[config.mk]
export PLATFORM = sky130hd
export DESIGN_NAME = fwd_scoreboard_flat
export DESIGN_NICKNAME = d
export VERILOG_FILES = /design/src/rtl/fwd_scoreboard_pkg.sv /design/src/rtl/fwd_scoreboard_if.sv /design/src/rtl/fwd_scoreboard_src_select.sv /design/src/rtl/fwd_scoreboard.sv /design/src/flat_wrapper.sv
export SDC_FILE = /design/constraint.sdc
export NUM_CORES = 1
export LEC_CHECK = 0
export ABC_CLOCK_PERIOD_IN_PS = 2630
export CELL_PAD_IN_SITES_DETAIL_PLACEMENT = 1
export CELL_PAD_IN_SITES_GLOBAL_PLACEMENT = 2
export CORE_MARGIN = 4
export CORE_UTILIZATION = 33
export CTS_CLUSTER_SIZE = 28
export DETAILED_ROUTE_END_ITERATION = 10
export PLACE_DENSITY_LB_ADDON = 0.1
export SETUP_SLACK_MARGIN = 0.02
export SLEW_MARGIN = 15
export SYNTH_ARGS = -nofsm -noshare
export SYNTH_HDL_FRONTEND = slang
export SYNTH_SLANG_ARGS = --single-unit
[constraint.sdc]
create_clock -name clk -period 2.63 [get_ports clk]
set_clock_uncertainty 0.2 [all_clocks]
set_input_delay 0.526 -clock clk [delete_from_list [all_inputs] [get_ports clk]]
set_output_delay 0.526 -clock clk [all_outputs]
set_load 0.02 [all_outputs]
[src/rtl/fwd_scoreboard_pkg.sv]
`default_nettype none
// ============================================================================
// Module      : fwd_scoreboard_pkg
// Description : Shared types, constants and helpers for the forwarding /
//               load-use hazard scoreboard.
// Revision    : 1.0 - initial release
// ============================================================================
package fwd_scoreboard_pkg;

  // Architectural register number width
  localparam int c_REG_W = 5;

  // Operand mux select value meaning "take the register file"
  localparam int c_FWD_SEL_RF = 0;

  // Stage index names for the default three-stage tracking window
  typedef enum logic [1:0] {
    STG_EX = 2'd0,
    STG_M  = 2'd1,
    STG_RB = 2'd2
  } stage_e;

  // One in-flight instruction as seen by the scoreboard
  typedef struct packed {
    logic               valid;
    logic [c_REG_W-1:0] rd;
    logic               wen;
    logic               is_load;
  } sb_entry_t;

  localparam int c_ENTRY_W = $bits(sb_entry_t);

  // An entry produces a value only if it is real, writes, and is not x0
  function automatic logic is_producer(input sb_entry_t e);
    return e.valid & e.wen & (e.rd != '0);
  endfunction

endpackage
`default_nettype wire

[src/rtl/fwd_scoreboard_if.sv]
`default_nettype none
// ============================================================================
// Module      : fwd_scoreboard_if
// Description : ID-side bundle between decode and the hazard scoreboard.
//               master = decode/ID stage, slave = scoreboard.
// Revision    : 1.0 - initial release
// ============================================================================
interface fwd_scoreboard_if #(
  parameter int NUM_SRC    = 2,
  parameter int NUM_STAGES = 3,
  parameter int CNT_W      = 32
);
  localparam int SELW = $clog2(NUM_STAGES + 1);

  logic                    id_valid;
  logic [4:0]              id_rd;
  logic                    id_wen;
  logic                    id_is_load;
  logic [NUM_SRC*5-1:0]    id_src_addr;
  logic [NUM_SRC-1:0]      id_src_used;
  logic                    flush;
  logic                    hold;
  logic [NUM_SRC*SELW-1:0] fwd_sel;
  logic                    stall;
  logic [CNT_W-1:0]        stall_cnt;

  modport master (
    output id_valid, id_rd, id_wen, id_is_load, id_src_addr, id_src_used,
           flush, hold,
    input  fwd_sel, stall, stall_cnt
  );

  modport slave (
    input  id_valid, id_rd, id_wen, id_is_load, id_src_addr, id_src_used,
           flush, hold,
    output fwd_sel, stall, stall_cnt
  );

endinterface
`default_nettype wire

[src/rtl/fwd_scoreboard_src_select.sv]
`default_nettype none
// ============================================================================
// Module      : fwd_src_select
// Description : Per-source priority encoder. Picks the youngest in-flight
//               producer of the source register and flags a stall when that
//               producer is a load whose data is not yet forwardable.
// Revision    : 1.0 - initial release
// ============================================================================
module fwd_src_select
  import fwd_scoreboard_pkg::*;
#(
  parameter int NUM_STAGES       = 3,
  parameter int LOAD_READY_STAGE = 1,
  parameter int SELW             = 2
) (
  input  logic [4:0]                      src_addr,
  input  logic                            src_used,
  input  logic [NUM_STAGES*c_ENTRY_W-1:0] sb_flat,
  output logic [SELW-1:0]                 sel,
  output logic                            stall_req
);

  sb_entry_t w_sb [NUM_STAGES];

  generate
    for (genvar k = 0; k < NUM_STAGES; k++) begin : g_unpack
      assign w_sb[k] = sb_flat[k*c_ENTRY_W +: c_ENTRY_W];
    end
  endgenerate

  // Scan oldest to youngest so the youngest match overwrites older ones
  always_comb begin
    sel       = SELW'(c_FWD_SEL_RF);
    stall_req = 1'b0;
    for (int k = NUM_STAGES - 1; k >= 0; k--) begin
      if (src_used && is_producer(w_sb[k]) && (w_sb[k].rd == src_addr)) begin
        sel       = SELW'(k + 1);
        stall_req = w_sb[k].is_load && (k < LOAD_READY_STAGE);
      end
    end
  end

endmodule
`default_nettype wire

[src/rtl/fwd_scoreboard.sv]
`default_nettype none
// ============================================================================
// Module      : fwd_scoreboard
// Description : Forwarding and load-use hazard unit beside ID. Tracks the
//               destinations of every stage after ID, drives per-source
//               operand mux selects, raises stall and counts stall cycles.
// Revision    : 1.0 - initial release
// ============================================================================
module fwd_scoreboard
  import fwd_scoreboard_pkg::*;
#(
  parameter int NUM_SRC          = 2,
  parameter int NUM_STAGES       = 3,
  parameter int LOAD_READY_STAGE = 1,
  parameter int CNT_W            = 32
) (
  input logic              clk,
  input logic              rst,
  fwd_scoreboard_if.slave  bus
);

  localparam int SELW = $clog2(NUM_STAGES + 1);

  sb_entry_t                       r_sb [NUM_STAGES];
  logic [CNT_W-1:0]                r_stall_cnt;
  logic [NUM_STAGES*c_ENTRY_W-1:0] w_sb_flat;
  logic [NUM_SRC*SELW-1:0]         w_fwd_sel;
  logic [NUM_SRC-1:0]              w_stall_req;
  logic                            w_stall;
  logic                            w_issue;
  sb_entry_t                       w_id_entry;

  generate
    for (genvar k = 0; k < NUM_STAGES; k++) begin : g_flat
      assign w_sb_flat[k*c_ENTRY_W +: c_ENTRY_W] = r_sb[k];
    end

    for (genvar i = 0; i < NUM_SRC; i++) begin : g_src
      fwd_src_select #(
        .NUM_STAGES       (NUM_STAGES),
        .LOAD_READY_STAGE (LOAD_READY_STAGE),
        .SELW             (SELW)
      ) u_sel (
        .src_addr  (bus.id_src_addr[i*5 +: 5]),
        .src_used  (bus.id_src_used[i] & bus.id_valid),
        .sb_flat   (w_sb_flat),
        .sel       (w_fwd_sel[i*SELW +: SELW]),
        .stall_req (w_stall_req[i])
      );
    end
  endgenerate

  assign w_stall = |w_stall_req;

  // Stall is the only combinational feedback into the scoreboard: it turns
  // the incoming ID instruction into a bubble, as does flush.
  assign w_issue    = bus.id_valid & ~w_stall & ~bus.flush;
  assign w_id_entry = '{valid: w_issue, rd: bus.id_rd, wen: bus.id_wen,
                        is_load: bus.id_is_load};

  // Shift the in-flight window one stage per unfrozen cycle
  always_ff @(posedge clk or posedge rst) begin
    if (rst) begin
      for (int k = 0; k < NUM_STAGES; k++) begin
        r_sb[k] <= '0;
      end
    end else if (!bus.hold) begin
      r_sb[0] <= w_id_entry;
      for (int k = 1; k < NUM_STAGES; k++) begin
        r_sb[k] <= r_sb[k-1];
      end
    end
  end

  // Saturating count of cycles that really cost a stall (not frozen)
  always_ff @(posedge clk or posedge rst) begin
    if (rst) begin
      r_stall_cnt <= '0;
    end else if (w_stall && !bus.hold && (r_stall_cnt != '1)) begin
      r_stall_cnt <= r_stall_cnt + 1'b1;
    end
  end

  assign bus.fwd_sel   = w_fwd_sel;
  assign bus.stall     = w_stall;
  assign bus.stall_cnt = r_stall_cnt;

endmodule
`default_nettype wire

[src/flat_wrapper.sv]
// flat-port wrapper written by rule: the top's interface ports become plain ports
module fwd_scoreboard_flat import fwd_scoreboard_pkg::*;
#(
  parameter int NUM_SRC          = 2,
  parameter int NUM_STAGES       = 3,
  parameter int LOAD_READY_STAGE = 1,
  parameter int CNT_W            = 32
)
  (clk, rst, bus_id_valid, bus_id_rd, bus_id_wen, bus_id_is_load, bus_id_src_addr, bus_id_src_used, bus_flush, bus_hold, bus_fwd_sel, bus_stall, bus_stall_cnt);
  fwd_scoreboard_if #(.NUM_SRC(NUM_SRC), .NUM_STAGES(NUM_STAGES), .CNT_W(CNT_W)) bus_i ();
  input logic clk;
  input logic rst;
  input wire logic [$bits(bus_i.id_valid)-1:0] bus_id_valid;
  input wire logic [$bits(bus_i.id_rd)-1:0] bus_id_rd;
  input wire logic [$bits(bus_i.id_wen)-1:0] bus_id_wen;
  input wire logic [$bits(bus_i.id_is_load)-1:0] bus_id_is_load;
  input wire logic [$bits(bus_i.id_src_addr)-1:0] bus_id_src_addr;
  input wire logic [$bits(bus_i.id_src_used)-1:0] bus_id_src_used;
  input wire logic [$bits(bus_i.flush)-1:0] bus_flush;
  input wire logic [$bits(bus_i.hold)-1:0] bus_hold;
  output wire logic [$bits(bus_i.fwd_sel)-1:0] bus_fwd_sel;
  output wire logic [$bits(bus_i.stall)-1:0] bus_stall;
  output wire logic [$bits(bus_i.stall_cnt)-1:0] bus_stall_cnt;
  assign bus_i.id_valid = bus_id_valid;
  assign bus_i.id_rd = bus_id_rd;
  assign bus_i.id_wen = bus_id_wen;
  assign bus_i.id_is_load = bus_id_is_load;
  assign bus_i.id_src_addr = bus_id_src_addr;
  assign bus_i.id_src_used = bus_id_src_used;
  assign bus_i.flush = bus_flush;
  assign bus_i.hold = bus_hold;
  assign bus_fwd_sel = bus_i.fwd_sel;
  assign bus_stall = bus_i.stall;
  assign bus_stall_cnt = bus_i.stall_cnt;
  fwd_scoreboard #(.NUM_SRC(NUM_SRC), .NUM_STAGES(NUM_STAGES), .LOAD_READY_STAGE(LOAD_READY_STAGE), .CNT_W(CNT_W)) u_core (.clk(clk), .rst(rst), .bus(bus_i));
endmodule
# After elaboration in Yosys (flattened, before gate mapping)
# Index checks and enable logic that the tools add are counted.
dict set report totals {
  reg_bits 54
}
dict set report classes {
  muxes 8
  n_bitwise 12
  n_addsub 1
  eq_ne 7
  reduce_logical 19
}
# cell n
set ops {}
lappend ops {{$add 32x1->32 const B} 1}
lappend ops {{$ne 32x32->1 const B} 1}
lappend ops {{$eq 5x5->1} 6}
lappend ops {{$reduce_bool 5->1} 3}
lappend ops {{$logic_and 1x1->1} 14}
lappend ops {{$mux 2} 6}
lappend ops {{$and 1x1->1} 10}
lappend ops {{$mux 1} 2}
lappend ops {{$not 1->1} 2}
lappend ops {{$reduce_or 2->1} 1}
lappend ops {{$logic_not 1->1} 1}

# Longest topological paths before layout
# Gate-level depths: netlist of the first run.
dict set report depth {
  depth_word 9
  depth_mapped 8
}

# By module
# From an unflattened synthesis of the first run, not the netlist that was laid out.
dict set report unflattened {
  hier_cells 282
  area_unflattened_um2 3029.2
}
# mod area_per_inst_um2 cells_each n_inst
set by_module_without_submodules {}
lappend by_module_without_submodules {fwd_scoreboard 2518.7 208 1}
lappend by_module_without_submodules {fwd_src_select 255.2 37 2}

# Least setup slack after synthesis of the first run
# Ideal clock, no wire load.
dict set report synth_path {
  path_kind {register -> register}
  startpoint {reg u_core.r_stall_cnt[13] (netlist: u_core.bus.stall_cnt[13])}
  endpoint {reg u_core.r_stall_cnt[1] (netlist: u_core.bus.stall_cnt[1])}
  arrival_ns 2.038
  path_slack_ns 0.267
  path_stages_with_launch 7
  path_cell_list {dfrtp_1 nand4_1 or4b_4 nor3_4 nand2_2 and2_4 mux2_4}
}
dict set report synth_via {
  elab_chain_cells 2
}
# element line_no
set synth_rtl {}
lappend synth_rtl {{start, declared} fwd_scoreboard.sv:25} ;# logic [CNT_W-1:0] r_stall_cnt;
lappend synth_rtl {{start signal, assigned} fwd_scoreboard.sv:80} ;# r_stall_cnt <= r_stall_cnt + 1'b1;
lappend synth_rtl {{$ne 32x32->1} fwd_scoreboard.sv:79} ;# end else if (w_stall && !bus.hold && (r_stall_cnt != '1)) begin
lappend synth_rtl {{$logic_and 1x1->1} fwd_scoreboard.sv:79}
# No other way between the ends.
# A chain may end at the register's enable or synchronous reset.

# Worst setup path after layout of the first run
dict set report layout_path {
  startpoint {reg u_core.r_sb[11] (netlist bit)}
  endpoint {out bus_fwd_sel[0]}
}
dict set report layout_via {
  elab_chain_cells 6
}
# element line_no
set layout_rtl {}
lappend layout_rtl {{start, declared} fwd_scoreboard.sv:24} ;# sb_entry_t r_sb [NUM_STAGES];
lappend layout_rtl {{start signal, assigned by index} fwd_scoreboard.sv:70} ;# r_sb[k] <= r_sb[k-1];
lappend layout_rtl {{$reduce_bool 5->1} fwd_scoreboard_pkg.sv:35} ;# return e.valid & e.wen & (e.rd != '0);
lappend layout_rtl {{$and 1x1->1} fwd_scoreboard_pkg.sv:35}
lappend layout_rtl {{$logic_and 1x1->1} fwd_scoreboard_src_select.sv:36} ;# if (src_used && is_producer(w_sb[k]) && (w_sb[k].rd == src_addr)) begin
lappend layout_rtl {{$logic_and 1x1->1 (*)} fwd_scoreboard_src_select.sv:36}
lappend layout_rtl {{$mux 2 (*) (2 in a row)} fwd_scoreboard_src_select.sv:36}
lappend layout_rtl {{end, declared} flat_wrapper.sv:21} ;# output wire logic [$bits(bus_i.fwd_sel)-1:0] bus_fwd_sel;
# Mark *: on every way between the ends. The rest lies on a longest branch, timed or not.

==> results.md, run 1 <==
- Core Rows: 34
- Clock Tree Buf Depth: 2
- Final Non-Filler Cells: approximately 500
- #FFs+latches synth: between 50 and 60
- Most area-consuming cells after synthesis: dfrtp_1, xnor2_1, mux2_2, nand4_1, xor2_1
- Yosys warning total: 0
- Die H: 102 um
- Largest net degree at the start of global routing: 24
- Worst Max-Slew Pin Slew: 545 ps
- Top post-synthesis cells by count: dfrtp_1, xnor2_1, nand4_1
- Final WL: between 8000 and 9000 um
- Syn Nets: slightly below 300
- P&R area growth vs syn: 46.9%
- Sink Count: 54
- H-tree Lvls: 2
- HPWL Detailed: between 6000 and 7000 um
- CTS tree: yes
- P_leak: between 1.5 and 2 nW
- Async SR Flop Fraction: 100%
- IO buf count: 60
- Final setup viols: 5
- Largest area contributor in the netlist: dfrtp_1
- Number of antenna violations at the first check in global routing: 0
- Max layer used: met4
- Top cell type's share of synthesized area: between 40% and 50%
- Worst slew margin: 63.6%
- Total of max-cap violations: 0
- Status: complete, but fails checks
- Detailed Route Iter0 Violations: between 40 and 50
- Fin Setup TNS: -559 ps
- Combinational family with the most area after synthesis: simple AND/OR/NAND/NOR gates
- Layout cells sized above 1: roughly 30%
- Hold crit path type: reg -> reg
- Total gr overflow: 0
- Worst reg2reg path depth: 9
- Wire per inst: 16.8 um
- Crit path time final: between 2000 and 3000 ps
- Crit path max fanout: 2
- Syn Inst Count: between 200 and 300
- Met2 wire len: ~4000 um
- Main flop type after synthesis: dfrtp_1
- First-pass GRT wire length: 13,600 um
- GRT Util Overall: between 10% and 20%
- Multiplexer area fraction after synthesis: under 10%
- Post-route setup slack: -150 ps
- Post-Synth Simple-Gate Area: between 10% and 20%
- Initial Util: between 30 and 40%
- Final Hold Viols: 0
- CORE AREA: slightly below 9000 um^2
- Worst EP arrival: roughly 2000 ps
- Antenna cells: 0
- Slew Viols, Final: 0
- Setup CP Type: reg -> out
- DR vias/cell: about 5
- Via count: ~2,500
- Violated checks: setup timing
- Placed cell count: between 400 and 500
- Synthesized cell area: slightly below 3000 um^2
- Final period util: 106%
- RSZ-0062 raised after global routing: true
- Crit path required time: about 1900 ps
- Met3 wire len: between 200 and 300 um
- GP Congestion: 0.763
- Worst-path clk slew: 110 ps
- Root Buffer: clkbuf_8
- Clk_lat worst skew: between 300 and 400 ps
- Compound-Gate Fraction of Synth Area: under 10%
- Top-count cell post-synth: dfrtp_1
- XOR/XNOR share of the synthesized area: between 10% and 20%
- Synthesized area per cell: 10.9 um^2
- Die area: 10,400 um^2
- CTS Buf Count: 5
- Fmax: between 0.3 and 0.4 GHz
- Max IR drop VDD: ~0.00024 V
- Vias in the first global route: approximately 2,700
- Post-route DRC: 0
- Critical Path Start Type: flip-flop
- Hold slack: ~300 ps
- WHS Path Cells: 1
- Worst setup EP type: output port
- DR pass1 iterations: 4
- Antenna-violating nets left: 0
- Power per cell area: approximately 430 nW/um^2
- Adder-Cell Fraction of Synth Area: 0.428%
- DIE WIDTH: approximately 100 um
- Metal-1 WL: 3750 um
- Number of synthesized flops with an enable pin: 0
- I/O pin total: 61
- Yosys cell types: 41
- Seq/Total Area, Yosys: a little under half
- Nets: 406
[routing by layer]
metal	up-vias	GRT usage, %
met5	-	0
met4	0	4.24
met3	8	2.66
met2	43	28.2
met1	1238	22.4
li1	1182	-
[where the power goes]
group,internal (W),switching (W),leakage [nW]
Sequential,0.000878,0.0000558,0.704
Clock,0.000284,0.000286,0.0504
Combinational,0.000193,0.000137,1.05
[area by class of cell]
type | count | area, um^2
inverters | 3 | 11.3
repair buffers | 113 | 1050
fillers | 967 | 4380
clock inverters | 3 | 45.0
flip-flops and latches | 54 | 1350
multi-input cells | 204 | 1640
clock buffers | 5 | 68.8
well taps | 108 | 135
[kinds of logic (layout without fill, tap and decap cells)]
logic type,count (synthesis),in the layout
AOI/OAI and AO/OA,17,17
muxes,24,24
adders and majority gates,1,1
and+or+nand+nor,103,103
buffers and inverters,11,124
xor gates and xnor gates,59,59
DFF,54,54
[state kept, by name, indices dropped and copies added, names as in the netlist]
signal,cells
u_core.r_sb,22
u_core.bus.stall_cnt,32
[critical path, stage by stage, from the launching register on]
cell and delay [ps]:
dfrtp_1 390, or4_4 540, o211ai_1 230, buf_4 150, nor4_2 50, buf_4 140, o22ai_4 100, buf_6 140
[final timing paths]
kind	slack, ps	startpoint	end
worst max-delay path	-150	u_core.r_sb[11]$_DFFE_PP0N_	bus_fwd_sel[0]
worst min-delay path	300	u_core.bus.stall_cnt[19]$_DFFE_PP0P_	u_core.bus.stall_cnt[19]$_DFFE_PP0P_
min in group asynchronous	370	rst	u_core.r_sb[21]$_DFFE_PP0N_
worst min register to register	300	u_core.bus.stall_cnt[19]$_DFFE_PP0P_	u_core.bus.stall_cnt[19]$_DFFE_PP0P_
max in group asynchronous	1360	rst	u_core.r_sb[16]$_DFFE_PP0N_
worst max register to register	120	u_core.r_sb[18]$_DFFE_PP0N_	u_core.bus.stall_cnt[1]$_DFFE_PP0P_
[through the flow]
stage / util [%] / power, W / instance area [um^2] / worst slack, ps
after CTS: 48.8 / 0.00186 / 4230 / -149
after global routing: 49.5 / 0.00194 / 4300 / -258
after detailed placement: 46.0 / 0.00126 / 4000 / -718
final: 49.5 / 0.00183 / 4300 / -150
after floorplan: - / 0.00110 / 2920 / 267
after global placement: 46.0 / 0.00125 / 4000 / -740
[cell usage in the layout, fill, tap and decap left out, types with 2 or more instances in the layout]
cell type / Yosys / final
a21oi_1: 5 / 4
and2_1: 3 / 3
and3_1: 8 / 8
buf_12: 0 / 3
buf_2: 1 / 2
buf_4: 2 / 42
buf_6: 1 / 11
clkbuf_8: 0 / 5
clkdlybuf4s50_1: 0 / 44
clkinvlp_4: 0 / 2
dfrtp_1: 54 / 54
dlygate4sd2_1: 0 / 11
inv_1: 3 / 2
mux2_2: 23 / 23
nand2_1: 18 / 17
nand2_2: 1 / 2
nand3_1: 8 / 7
nand4_1: 26 / 26
nor2_1: 16 / 14
nor3_1: 7 / 6
nor3_4: 2 / 2
nor4_2: 0 / 2
o211ai_1: 2 / 2
o22ai_4: 0 / 2
or3_1: 3 / 2
or3_4: 1 / 2
or4_4: 0 / 2
xnor2_1: 46 / 43
xnor2_2: 0 / 3
xor2_1: 13 / 13
[timing repair]
action,CTS,global route
setup buffers,4,2
hold buffers,0,0
cloned,0,1
endpoints found under the setup margin,27,28
pin swaps,10,12
resized for setup,58,10
Power figures use the tool's default switching activity.
==> run 2: changes to the inputs <==
- CORE_MARGIN: 4 -> 5
- CORE_UTILIZATION: 33 -> 34
- CTS_BUF_LIST: default -> sky130_fd_sc_hd__clkbuf_8
- GPL_ROUTABILITY_DRIVEN: default -> 0
==> run 2 against run 1 <==
Compared with the run above: the run still ends with setup timing left; core utilization up 1.4 points; sequential cell count is the same; routed wire length fell by 2.5%.
==> results.md, run 2 (synthesized netlist as in run 1, its figures left out) <==
- Worst EP arrival: approximately 2100 ps
- Delay-heaviest family, CP: simple AND/OR/NAND/NOR gates
- Sink Count: 54
- Max IR drop VDD: 0.000220 V
- WP buf/inv: 3
- CTS Buf Count: 5
- Detailed Route Iter0 Violations: between 60 and 70
- Crit path max-delay cell type: or4_4
- Largest register FFs: 32
- Final setup viols: 5
- H-tree Lvls: 2
- Critical path's largest stage delay: around 540 ps
- Die H: 103 um
- IO buf count: 60
- Fmax: around 0.36 GHz
- Root Buffer: clkbuf_8
- Final WL: ~8000 um
- Crit path required time: between 1500 and 2000 ps
- P&R area growth vs syn: 44.5%
- Worst setup EP type: output port
- Clock Tree Buf Depth: 2
- Final Hold Viols: 0
- Hold buffer count at CTS: 0
- Die area: around 11,000 um^2
- Most common cell after layout, fill and taps aside: dfrtp_1
- Power per cell area: 406 nW/um^2
- GRT Util Overall: between 15 and 20%
- Hold crit path type: reg -> reg
- Area occupied by registers: 1350 um^2
- Antenna-violating nets left: 0
- Placed cell count: about 480
- Layout cells sized above 1: 30.7%
- Post-route DRC: 0
- RSZ-0062 raised after global routing: true
- I/O pin total: 61
- Initial Util: around a third
- Slew Viols, Final: 0
- Antenna cells: 0
- Worst Max-Slew Pin Slew: between 300 and 400 ps
- Post-route setup slack: -183 ps
- Wire per inst: ~16 um
- Final Non-Filler Cells: just under 500
- Setup CP Type: reg -> out
- DIE WIDTH: between 100 and 150 um
- Final period util: 107%
- Crit path time final: ~2800 ps
- CTS tree: yes
- Nets: 406
- P_leak: around 1.8 nW
- Worst slew margin: between 70 and 80%
- CP most frequent cell: buf_4
- Total power: around 0.0017 W
- Number of antenna violations at the first check in global routing: 0
- Vias in the first global route: 2,676
- Violated checks: setup timing
- Worst path cell trace: or4_4, o211ai_1, buf_4, nor4_4, buf_4, o22ai_2, buf_6
- Crit path max fanout: 2
- Pre-CTS setup slack: -713 ps
- Multi-input logic area: about 1600 um^2
- Core Util, Final: roughly half
- Largest net degree at the start of global routing: 55
- CORE AREA: 8300 um^2
- Total of max-cap violations: 0
- Fillers: around 940
- Total gr overflow: 0
- DR vias/cell: approximately 5.0
- Status: complete, but fails checks
- First-pass GRT wire length: 13,600 um
- HPWL Detailed: just over 6000 um
- Worst-path clk slew: about 100 ps
- Clk_lat worst skew: roughly 300 ps
- Core Rows: 33
- Fin Setup TNS: -578 ps
- Critical Path Start Type: flip-flop
- DR pass1 iterations: 4
- Most frequent cells in the layout: dfrtp_1, buf_4, clkdlybuf4s50_1, xnor2_1, nand4_1
- Via count: 2,448
[run 2: changes by cell type in the layout (fill, tap and decap cells not counted), moves of 2 or more]
cell        before  now
buf_4           42   50
o22ai_4          2    0
o22ai_2          0    2
clkinvlp_4       2    0
a21oi_2          0    2
buf_6           11    6
clkinv_2         0    2
buf_2            2    0
[run 2: what timing repair did]
item / 4_1_cts / 5_1_grt
pin swaps: 13 / 4
resized for setup: 50 / 15
setup endpoints to repair: 35 / 34
buffers inserted: 2 / 1
[run 2: layer usage]
metal	GRT usage [%]	vias to the layer above	wire length, um
met5	0	-	0
met4	3.29	0	58
met3	2.50	7	292
met2	26.3	45	3840
met1	23.2	1216	3820
li1	-	1180	-
[run 2: metrics by stage]
stage	cell area, um^2	hold slack (ps)
3_3_place_gp	4010	283
6_report	4220	293
3_5_place_dp	4010	283
2_1_floorplan	2920	280
4_1_cts	4140	301
5_1_grt	4220	322
[run 2: area by class of cell]
| class | count | share of cell area [%] |
|---|---|---|
| Clock buffer | 5 | 1.63 |
| Clock inverter | 2 | 0.237 |
| Inverter | 3 | 0.267 |
| Multi-Input combinational cell | 204 | 38.6 |
| Sequential cell | 54 | 32.0 |
| Tap cell | 105 | 3.11 |
| Timing Repair Buffer | 113 | 24.1 |
[run 2: path summary, 6_finish.rpt]
path                                                      startpoint                              endpoint  slack [ps]  cells past startpoint
worst min-delay path            u_core.bus.stall_cnt[28]$_DFFE_PP0P_  u_core.bus.stall_cnt[28]$_DFFE_PP0P_         290                      1
min in group asynchronous                                        rst           u_core.r_sb[21]$_DFFE_PP0N_         380                      3
worst max-delay path                     u_core.r_sb[13]$_DFFE_PP0N_                        bus_fwd_sel[2]        -180                      7
worst min register to register  u_core.bus.stall_cnt[28]$_DFFE_PP0P_  u_core.bus.stall_cnt[28]$_DFFE_PP0P_         290                      1
max in group asynchronous                                        rst  u_core.bus.stall_cnt[31]$_DFFE_PP0P_        1590                      3
worst max register to register           u_core.r_sb[20]$_DFFE_PP0N_  u_core.bus.stall_cnt[12]$_DFFE_PP0P_          50                      9
[run 2: report_power, final]
group	switching (W)	internal, W	total (W)
clock	0.000268	0.000180	0.000448
sequential	0.0000481	0.000878	0.000926
combinational	0.000145	0.000195	0.000340
